File: src/rtl/fsic_phase_pkg.sv
// Shared types and sizing helpers for the coreclk/ioclk phase lock monitor.
package fsic_phase_pkg;

  typedef enum logic [1:0] {
    ST_IDLE    = 2'd0,
    ST_ACQUIRE = 2'd1,
    ST_LOCKED  = 2'd2
  } state_e;

  localparam int MIN_CLK_RATIO = 2;

  function automatic int phase_width(input int ratio);
    return (ratio < MIN_CLK_RATIO) ? 1 : $clog2(ratio);
  endfunction

  // Counter that must hold values 0..thr inclusive.
  function automatic int cnt_width(input int thr);
    return (thr < 1) ? 1 : $clog2(thr + 1);
  endfunction

endpackage

File: src/rtl/fsic_sat_cnt.sv
// Saturating up-counter with synchronous clear; a clear coinciding with an
// increment leaves the count at one so that event is not lost.
module fsic_sat_cnt #(
  parameter int W = 8
) (
  input  logic         coreclk,
  input  logic         axis_rst_n,
  input  logic         clr_i,
  input  logic         inc_i,
  output logic [W-1:0] cnt_o
);

  logic [W-1:0] cnt_q;

  always_ff @(posedge coreclk or negedge axis_rst_n) begin
    if (!axis_rst_n) begin
      cnt_q <= '0;
    end else if (clr_i) begin
      cnt_q <= inc_i ? W'(1) : '0;
    end else if (inc_i && (cnt_q != '1)) begin
      cnt_q <= cnt_q + W'(1);
    end
  end

  assign cnt_o = cnt_q;

endmodule

File: src/rtl/fsic_coreclk_phase_lock_mon.sv
// Coreclk-domain lock monitor: acquires a stable ioclk phase count, then
// tracks slips with hysteresis, a saturating error count and a sticky loss flag.
module fsic_coreclk_phase_lock_mon
  import fsic_phase_pkg::*;
#(
  parameter  int pCLK_RATIO  = 4,
  parameter  int pLOCK_CNT   = 8,
  parameter  int pUNLOCK_CNT = 4,
  parameter  int pERRCNT_W   = 8,
  localparam int PW          = phase_width(pCLK_RATIO)
) (
  input  logic                 coreclk,
  input  logic                 axis_rst_n,
  input  logic                 enable,
  input  logic [PW-1:0]        phase_in,
  input  logic                 clr_err,
  output logic                 locked,
  output logic [PW-1:0]        lock_phase,
  output logic                 lock_lost,
  output logic [pERRCNT_W-1:0] err_cnt,
  output logic [1:0]           state
);

  localparam int RUN_W  = cnt_width(pLOCK_CNT);
  localparam int MISS_W = cnt_width(pUNLOCK_CNT);

  if (pCLK_RATIO < MIN_CLK_RATIO) begin : g_bad_ratio
    $error("pCLK_RATIO must be >= 2");
  end
  if (pLOCK_CNT < 1) begin : g_bad_lock
    $error("pLOCK_CNT must be >= 1");
  end
  if (pUNLOCK_CNT < 1) begin : g_bad_unlock
    $error("pUNLOCK_CNT must be >= 1");
  end
  if (pERRCNT_W < 1) begin : g_bad_errw
    $error("pERRCNT_W must be >= 1");
  end

  state_e              state_q;
  logic [PW-1:0]       phase_q;
  logic [PW-1:0]       cand_q;
  logic [PW-1:0]       lock_phase_q;
  logic [RUN_W-1:0]    run_cnt_q;
  logic [RUN_W-1:0]    run_cnt_d;
  logic [MISS_W-1:0]   miss_cnt_q;
  logic [MISS_W-1:0]   miss_cnt_d;
  logic                locked_q;
  logic                lock_lost_q;
  logic                sample_valid;
  logic                count_err;
  logic                unlock_hit;
  logic                lock_hit;

  always_comb begin
    sample_valid = int'(phase_q) < pCLK_RATIO;
    // A new candidate restarts the run at one; a repeat extends it.
    if ((run_cnt_q != '0) && (phase_q == cand_q)) begin
      run_cnt_d = run_cnt_q + RUN_W'(1);
    end else begin
      run_cnt_d = RUN_W'(1);
    end
    lock_hit   = (state_q == ST_ACQUIRE) && sample_valid && (run_cnt_d == RUN_W'(pLOCK_CNT));
    count_err  = enable && (state_q == ST_LOCKED) && (!sample_valid || (phase_q != lock_phase_q));
    miss_cnt_d = miss_cnt_q + MISS_W'(1);
    unlock_hit = count_err && (miss_cnt_d == MISS_W'(pUNLOCK_CNT));
  end

  always_ff @(posedge coreclk or negedge axis_rst_n) begin
    if (!axis_rst_n) begin
      state_q      <= ST_IDLE;
      phase_q      <= '0;
      cand_q       <= '0;
      lock_phase_q <= '0;
      run_cnt_q    <= '0;
      miss_cnt_q   <= '0;
      locked_q     <= 1'b0;
      lock_lost_q  <= 1'b0;
    end else begin
      phase_q <= phase_in;
      if (!enable) begin
        state_q    <= ST_IDLE;
        locked_q   <= 1'b0;
        run_cnt_q  <= '0;
        miss_cnt_q <= '0;
      end else begin
        case (state_q)
          ST_IDLE: begin
            state_q   <= ST_ACQUIRE;
            run_cnt_q <= '0;
          end
          ST_ACQUIRE: begin
            if (sample_valid) begin
              cand_q    <= phase_q;
              run_cnt_q <= run_cnt_d;
              if (lock_hit) begin
                state_q      <= ST_LOCKED;
                locked_q     <= 1'b1;
                lock_phase_q <= phase_q;
                miss_cnt_q   <= '0;
              end
            end else begin
              run_cnt_q <= '0;
            end
          end
          ST_LOCKED: begin
            if (unlock_hit) begin
              state_q    <= ST_ACQUIRE;
              locked_q   <= 1'b0;
              run_cnt_q  <= '0;
              miss_cnt_q <= '0;
            end else if (count_err) begin
              miss_cnt_q <= miss_cnt_d;
            end else begin
              miss_cnt_q <= '0;
            end
          end
          default: begin
            state_q  <= ST_IDLE;
            locked_q <= 1'b0;
          end
        endcase
      end
      if (unlock_hit) begin
        lock_lost_q <= 1'b1;
      end else if (clr_err) begin
        lock_lost_q <= 1'b0;
      end
    end
  end

  fsic_sat_cnt #(
    .W (pERRCNT_W)
  ) u_err_cnt (
    .coreclk    (coreclk),
    .axis_rst_n (axis_rst_n),
    .clr_i      (clr_err),
    .inc_i      (count_err),
    .cnt_o      (err_cnt)
  );

  assign locked     = locked_q;
  assign lock_phase = lock_phase_q;
  assign lock_lost  = lock_lost_q;
  assign state      = state_q;

endmodule

File: config.mk
export PLATFORM = sky130hd
export DESIGN_NAME = fsic_coreclk_phase_lock_mon
export DESIGN_NICKNAME = d
export VERILOG_FILES = /design/src/rtl/fsic_phase_pkg.sv /design/src/rtl/fsic_sat_cnt.sv /design/src/rtl/fsic_coreclk_phase_lock_mon.sv
export SDC_FILE = /design/constraint.sdc
export NUM_CORES = 1
export LEC_CHECK = 0
export CELL_PAD_IN_SITES_DETAIL_PLACEMENT = 2
export CELL_PAD_IN_SITES_GLOBAL_PLACEMENT = 2
export CORE_UTILIZATION = 36
export DETAILED_ROUTE_END_ITERATION = 7
export GPL_ROUTABILITY_DRIVEN = 0
export GPL_TIMING_DRIVEN = 0
export PLACE_DENSITY = 0.93
export RECOVER_POWER = 50
export SLEW_MARGIN = 10
export SYNTH_ARGS = -nofsm -noshare
export SYNTH_HDL_FRONTEND = slang
export SYNTH_SLANG_ARGS = --single-unit
File: constraint.sdc
create_clock -name coreclk -period 5.3 [get_ports coreclk]
set_clock_uncertainty 0.05 [all_clocks]
set_input_delay 1.06 -clock coreclk [delete_from_list [all_inputs] [get_ports coreclk]]
set_output_delay 1.06 -clock coreclk [all_outputs]
set_load 0.01 [all_outputs]
==> flow_metrics.py <==
metrics = {
    "status": {
        "outcome": "finished clean",
    },
    "logic_synthesis": {
        "synth_top_area_cell": "dfrtp_1",
        "synth-edff-count": 0,
        "synth.most_common_cell": "dfrtp_1",
        "synthCells": 125,
        "muxShareOfSynthArea": 0.0415,
        "synthesis.area_um2": 1330,
        "synthTopCellsByCount": "dfrtp_1 (25), inv_1 (9), nand2_1 (8)",
        "yosysTopAreaCellShare": 0.471,
        "synth_area_per_cell_um2": 10.6,
        "synth_top_family_by_area": "simple AND/OR/NAND/NOR gates",
        "yosysUniqueCellTypes": 44,
        "yosys_warnings": 0,
        "synth-adder-area-share": 0.0471,
        "synth_nets": 136,
        "ys_ff_latch": 25,
        "synthFlopType": "dfrtp_1",
        "synthTopCellsByArea": "dfrtp_1 (47%), ha_1 (4.7%), inv_1 (2.5%)",
        "yosysSeqAreaShare": 0.471,
        "synth-simple-area-share": 0.191,
        "synthXorXnorAreaFrac": 0.0396,
        "synth_compound_area_frac": 0.176,
        "ys_async_sr_fraction": 1.00,
    },
    "setup_path": {
        "cp-end-kind": "flip-flop",
        "reg2regPathDepth": 6,
        "crit_path_start_kind": "input pin",
        "crit_path_start": "enable",
        "rr_startpoint": "run_cnt_q[0]",
        "worstReg2RegEnd": "lock_phase[0]",
        "worstPathArrival_ps": 2720,
        "crit_type": "input pin to flip-flop",
        "r2r_slack_ps": 3080,
        "critical_path_peak_fanout": 9,
        "required_ps": 5420,
    },
    "sta": {
        "maxSlewHeadroom": 0.0957,
        "finalSetupTns_ps": 0,
        "final-hold-violation-count": 0,
        "rsz0062_at_grt": "false",
        "drv_slew": 0,
        "fin_crit_sh": 0.492,
        "setup_slack_ps": 2690,
        "period_needed_ps": 2610,
        "finalSetupViolations": 0,
        "worstMarginPinSlew_ps": 1360,
        "fmax_mhz": 384,
    },
    "floorplanning": {
        "ioPinCount": 20,
        "die_w_um": 62.7,
        "core_um2": 3440,
        "dieArea_um2": 3930,
        "std_cell_rows": 21,
        "die_h_um": 62.7,
        "initial_core_util": 0.386,
    },
    "clock_network": {
        "cts_root_buf": "clkbuf_8",
        "clock_sinks": 25,
        "clk_latency_ps": 280,
        "cts_tree": "done",
        "htreeDepth": 1,
        "cts_hold_buf": 0,
        "clk_path_buf_depth": 2,
        "cts_resized": 0,
        "postCtsSetupRepairBufs": 0,
        "clk_pin_slew_worst_paths_ps": 90,
        "cts_made_buffers": 3,
    },
    "grt": {
        "grt_pass1_wl_mm": 6.48,
        "busiest_layer": "met2",
        "grt_antenna_before_repair": 0,
        "grt_max_degree": 26,
        "met2_usage": 0.361,
        "overflow": 0,
        "gr-usage-met3": 0.0365,
        "grt_pass1_vias": 1217,
        "met1_usage": 0.276,
        "gr-usage-all-layers": 0.219,
    },
    "finish": {
        "syn2layout_area_growth_pct": 20.2,
        "n_fill_cell": 368,
        "utilization": 0.463,
        "fin_area_um2": 1600,
        "num-nets-final": 159,
        "diodes": 0,
        "drive_gt1_frac": 0.0544,
        "instances_no_fill": 193,
    },
    "detailed_routing": {
        "totalWireLength_mm": 3.82,
        "num_vias": 1125,
        "wl_per_cell_um": 19.8,
        "avgViaCountPerCell": 5.83,
        "drc_errors": 0,
        "postRouteAntennaNets": 0,
        "drt_iter0_drc": 22,
        "first_pass_iters": 4,
    },
    "power": {
        "switchingPower_uw": 83.4,
        "clockPowerShare": 0.348,
        "comb_power_share": 0.067,
        "powerDensity_nw_per_um2": 213,
        "p_leak_uw": 0.000696,
        "p_int_uw": 257,
        "vdd_ir_drop_max_v": 0.000103,
        "switching_share": 0.245,
        "p_seq_frac": 0.585,
    },
    "placement": {
        "placed_cell_area_um2": 1570,
        "dpl.cell_count": 189,
        "dpl.hpwl_mm": 2.72,
        "pre_cts_ws_ps": 2620,
        "portBuffers": 18,
    },
    "flow_run": {
        "maxCapViolCount": 0,
    },
    "hold_path": {
        "hp-start": "miss_cnt_q[0]",
        "hold_end": "miss_cnt_q[0]",
        "holdPathStages": 1,
        "hold_class": "flip-flop to flip-flop",
    },
}
==> sequential cells by signal, indices dropped and copies added, names as in the netlist <==
name             flops
u_err_cnt.cnt_o      8
run_cnt_q            4
miss_cnt_q           3
cand_q               2
lock_phase           2
phase_q              2
state                2
lock_lost            1
locked               1
==> power groups by stage <==
stage | sequential [µW] | combinational (µW) | clock [µW]
final | 199 | 22.8 | 118
after detailed placement | 203 | 24.1 | 0
after global placement | 202 | 22.5 | 0
after CTS | 199 | 24.6 | 122
after global routing | 200 | 25.5 | 135
after floorplan | 202 | 12.2 | 0
==> layer usage <==
| layer | up-vias | routed length [µm] |
|---|---|---|
| li1 | 512 | - |
| met1 | 580 | 1690 |
| met2 | 22 | 1940 |
| met3 | 11 | 78 |
| met4 | 0 | 107 |
| met5 | - | 0 |
==> worst max-delay path by stage <==
stage	endpoint	slack (ps)	depth (start not counted)
after floorplan	lock_phase[0]	2810	5
after global placement	lock_phase[0]	2690	5
after detailed placement	lock_phase[0]	2620	5
after CTS	state[0]	2750	1
after global routing	lock_phase[0]	2640	5
final	lock_phase[0]	2690	5
==> cell usage in the layout, fill, tap and decap left out, drive strengths merged, types with 4 or more instances in the layout <==
master | synthesis | routed
a21oi | 4 | 4
clkdlybuf4s50 | 0 | 15
nand3 | 5 | 5
mux2 | 4 | 4
clkbuf | 0 | 5
inv | 9 | 9
dfrtp | 25 | 25
nand2 | 8 | 8
o21ai | 7 | 7
ha | 5 | 5
==> cell type report <==
class,instances,area [µm²],area share
well taps,46,57.6,0.0361
clock buffers,3,41.3,0.0259
inverters,9,33.8,0.0212
flip-flops and latches,25,626,0.392
plain buffers,2,8.76,0.00549
repair buffers,18,174,0.109
multi-input cells,89,649,0.407
clock inverters,1,5.00,0.00314
==> worst max-delay path, stage by stage <==
cell      delay (ps)
clkbuf_1         320
nand3b_2         190
and4bb_1         380
or3b_1           430
mux2_1           340
==> stage by stage <==
stage,power [µW],hold WS [ps]
5_1_grt,360,504
3_5_place_dp,227,470
2_1_floorplan,214,402
3_3_place_gp,225,418
4_1_cts,346,482
6_report,340,477
==> logic make-up (layout without fill, tap and decap cells) <==
kind of cell | after synthesis | count (layout)
mux | 5 | 5
xor+xnor | 6 | 6
buf+inv | 11 | 33
fa+ha+maj | 5 | 5
simple gates | 40 | 40
flops | 25 | 25
compound gates | 33 | 33
Note: power is estimated with default switching activity, not from simulation.
==> patch, RTL diff (config.mk and constraints unchanged) <==
Change the parameter `pERRCNT_W` from 8 to 6.
--- a/src/rtl/fsic_coreclk_phase_lock_mon.sv
+++ b/src/rtl/fsic_coreclk_phase_lock_mon.sv
@@ -6,7 +6,7 @@
   parameter  int pCLK_RATIO  = 4,
   parameter  int pLOCK_CNT   = 8,
   parameter  int pUNLOCK_CNT = 4,
-  parameter  int pERRCNT_W   = 8,
+  parameter  int pERRCNT_W   = 6,
   localparam int PW          = phase_width(pCLK_RATIO)
 ) (
   input  logic                 coreclk,
Ports: changed (resized err_cnt); port bits go from 20 to 18. The function was not compared with the original's and may differ.
==> patch against the original RTL <==
- total power is 13% lower
- routed wire length down 8.7%
- via count decreased by 2.6%
- clock power is 28% lower
- final area down 6.0%
- synthesized area down 3.1%
- sequential cell count down 2
- setup slack gained 0.056 ns
- critical endpoint is now run_cnt_q[3]
==> patch: results (changes against the original RTL) <==
fraction of registers with async set/reset=100% (unchanged); Pre-Repair DR Iteration Count=4 (unchanged); Placed Area=1500 sq um (was 1570 sq um); postcts setup bufs=0 (unchanged); Reg clk slew, reported paths=0.14 ns (was 0.09 ns); post-CTS sizing=0 (unchanged); Largest register FFs=6 (was 8); Arr. time, crit path=2.76 ns (was 2.72 ns); top_reg_cell synth=dfrtp_1 (unchanged); total wire length=3.48 mm (was 3.82 mm); CTS HTree Levels=1 (unchanged); largest net degree at the start of global routing=24 (was 26); share of cells above drive strength 1=4.23% (was 5.44%); vias=1096 (was 1125); drt initial violations=34 (was 22); overall routing resource usage=21.2% (was 21.9%); diodes inserted=0 (unchanged); peak supply drop=0.0898 mV (was 0.103 mV); P_int=217 uW (was 257 uW); Yosys cell types=43 (was 44); vias in the first global route=1206 (was 1217); clock root buffer=clkbuf_4 (was clkbuf_8); outcome=completed (unchanged); PortBufs=16 (was 18); final net count=154 (was 159); initial antenna violation count=0 (unchanged); syn_nets=133 (was 136); Worst Path Max Fanout=10 (was 9); fin cells=188 (was 193); post-synthesis sequential area ratio=44.7% (was 47.1%); Longest Clk Path Bufs=2 (unchanged); Synth top cells by count=23 x dfrtp_1, 13 x nand2_1, 8 x inv_1 (was 25 x dfrtp_1, 9 x inv_1, 8 x nand2_1); Synth area leaders=dfrtp_1 45%, ha_1 4.9%, nand2_1 3.8% (was dfrtp_1 47%, ha_1 4.7%, inv_1 2.5%); relative slew slack=28.7% (was 9.57%); LEAKAGE=0.646 nW (was 0.696 nW); first-pass GRT wire length=5.83 mm (was 6.48 mm); placed cells=184 (was 189); Post-DP HPWL=2.48 mm (was 2.72 mm); TritonCTS buffer count=3 (unchanged); synth warn=0 (unchanged); Hold WC Path Type=reg -> reg (unchanged); Worst-Skew Late Latency=0.32 ns (was 0.28 ns); Post-Syn Instances=122 (was 125); # fillers=379 (was 368)
==> patch: cell types whose count changed after synthesis, moves of 3 or more <==
cell	before	now
o211ai_1	1	4
or3_1	3	0
o311ai_1	3	0
nand2b_1	3	0
o21ai_1	3	0
o22ai_1	3	0
nand3b_1	0	4
nand2_1	8	13
==> patch: power groups by stage <==
stage | Combinational [mW] | Sequential (mW) | Clock, mW
floorplan | 0.0157 | 0.187 | 0
CTS | 0.0299 | 0.185 | 0.0868
global placement | 0.0274 | 0.187 | 0
detailed placement | 0.0289 | 0.188 | 0
finish | 0.0262 | 0.185 | 0.0846
global route | 0.0295 | 0.185 | 0.0953
==> patch: path summary, 6_finish.rpt <==
check / start / end / slack (ns) / depth (start not counted)
max: enable / run_cnt_q[3] / 2.75 / 5
min: lock_lost / lock_lost / 0.49 / 1
max reg2reg: run_cnt_q[0] / lock_phase[0] / 2.76 / 6
min reg2reg: lock_lost / lock_lost / 0.49 / 1
max in group asynchronous: axis_rst_n / run_cnt_q[3] / 3.24 / 1
min in group asynchronous: axis_rst_n / miss_cnt_q[1] / 1.31 / 1
==> patch: worst max-delay path, cell delays in order <==
cell and delay (ns):
clkbuf_1 0.31, nand3b_1 0.33, or4_1 0.69, nor3_1 0.24, a211o_1 0.13
==> patch: layer usage <==
layer	GRT usage [%]	vias to the layer above	share of wire, %
met2	37.9	29	51
met4	5.71	0	1.3
met3	2.69	5	3.5
met1	26.9	560	44
li1	-	502	-
met5	0	-	0
==> patch: final cells by class <==
type / instances / area [sq um] / share of cell area, %
Inverter: 8 / 30.0 / 2.00
Multi-Input combinational cell: 88 / 629 / 42.0
Sequential cell: 23 / 576 / 38.4
Clock buffer: 3 / 22.5 / 1.50
Timing Repair Buffer: 16 / 160 / 10.7
Clock inverter: 1 / 5.00 / 0.334
Buffer: 3 / 18.8 / 1.25
Tap cell: 46 / 57.6 / 3.84
==> patch: stage by stage <==
stage	utilization [%]	worst slack [ns]	hold slack, ns
2_1_floorplan	-	3.01	0.413
3_3_place_gp	44.4	2.86	0.428
3_5_place_dp	44.4	2.85	0.451
4_1_cts	45.2	2.73	0.490
5_1_grt	44.2	2.56	0.513
6_report	44.2	2.75	0.487
==> patch: kinds of logic after synthesis <==
| family | count (synthesis) | synth area share [%] |
|---|---|---|
| simple gates | 40 | 19.0 |
| flops | 23 | 44.7 |
| xor+xnor | 5 | 3.41 |
| compound gates | 36 | 21.7 |
| mux | 2 | 1.75 |
| fa+ha+maj | 5 | 4.86 |
| buf+inv | 11 | 4.57 |
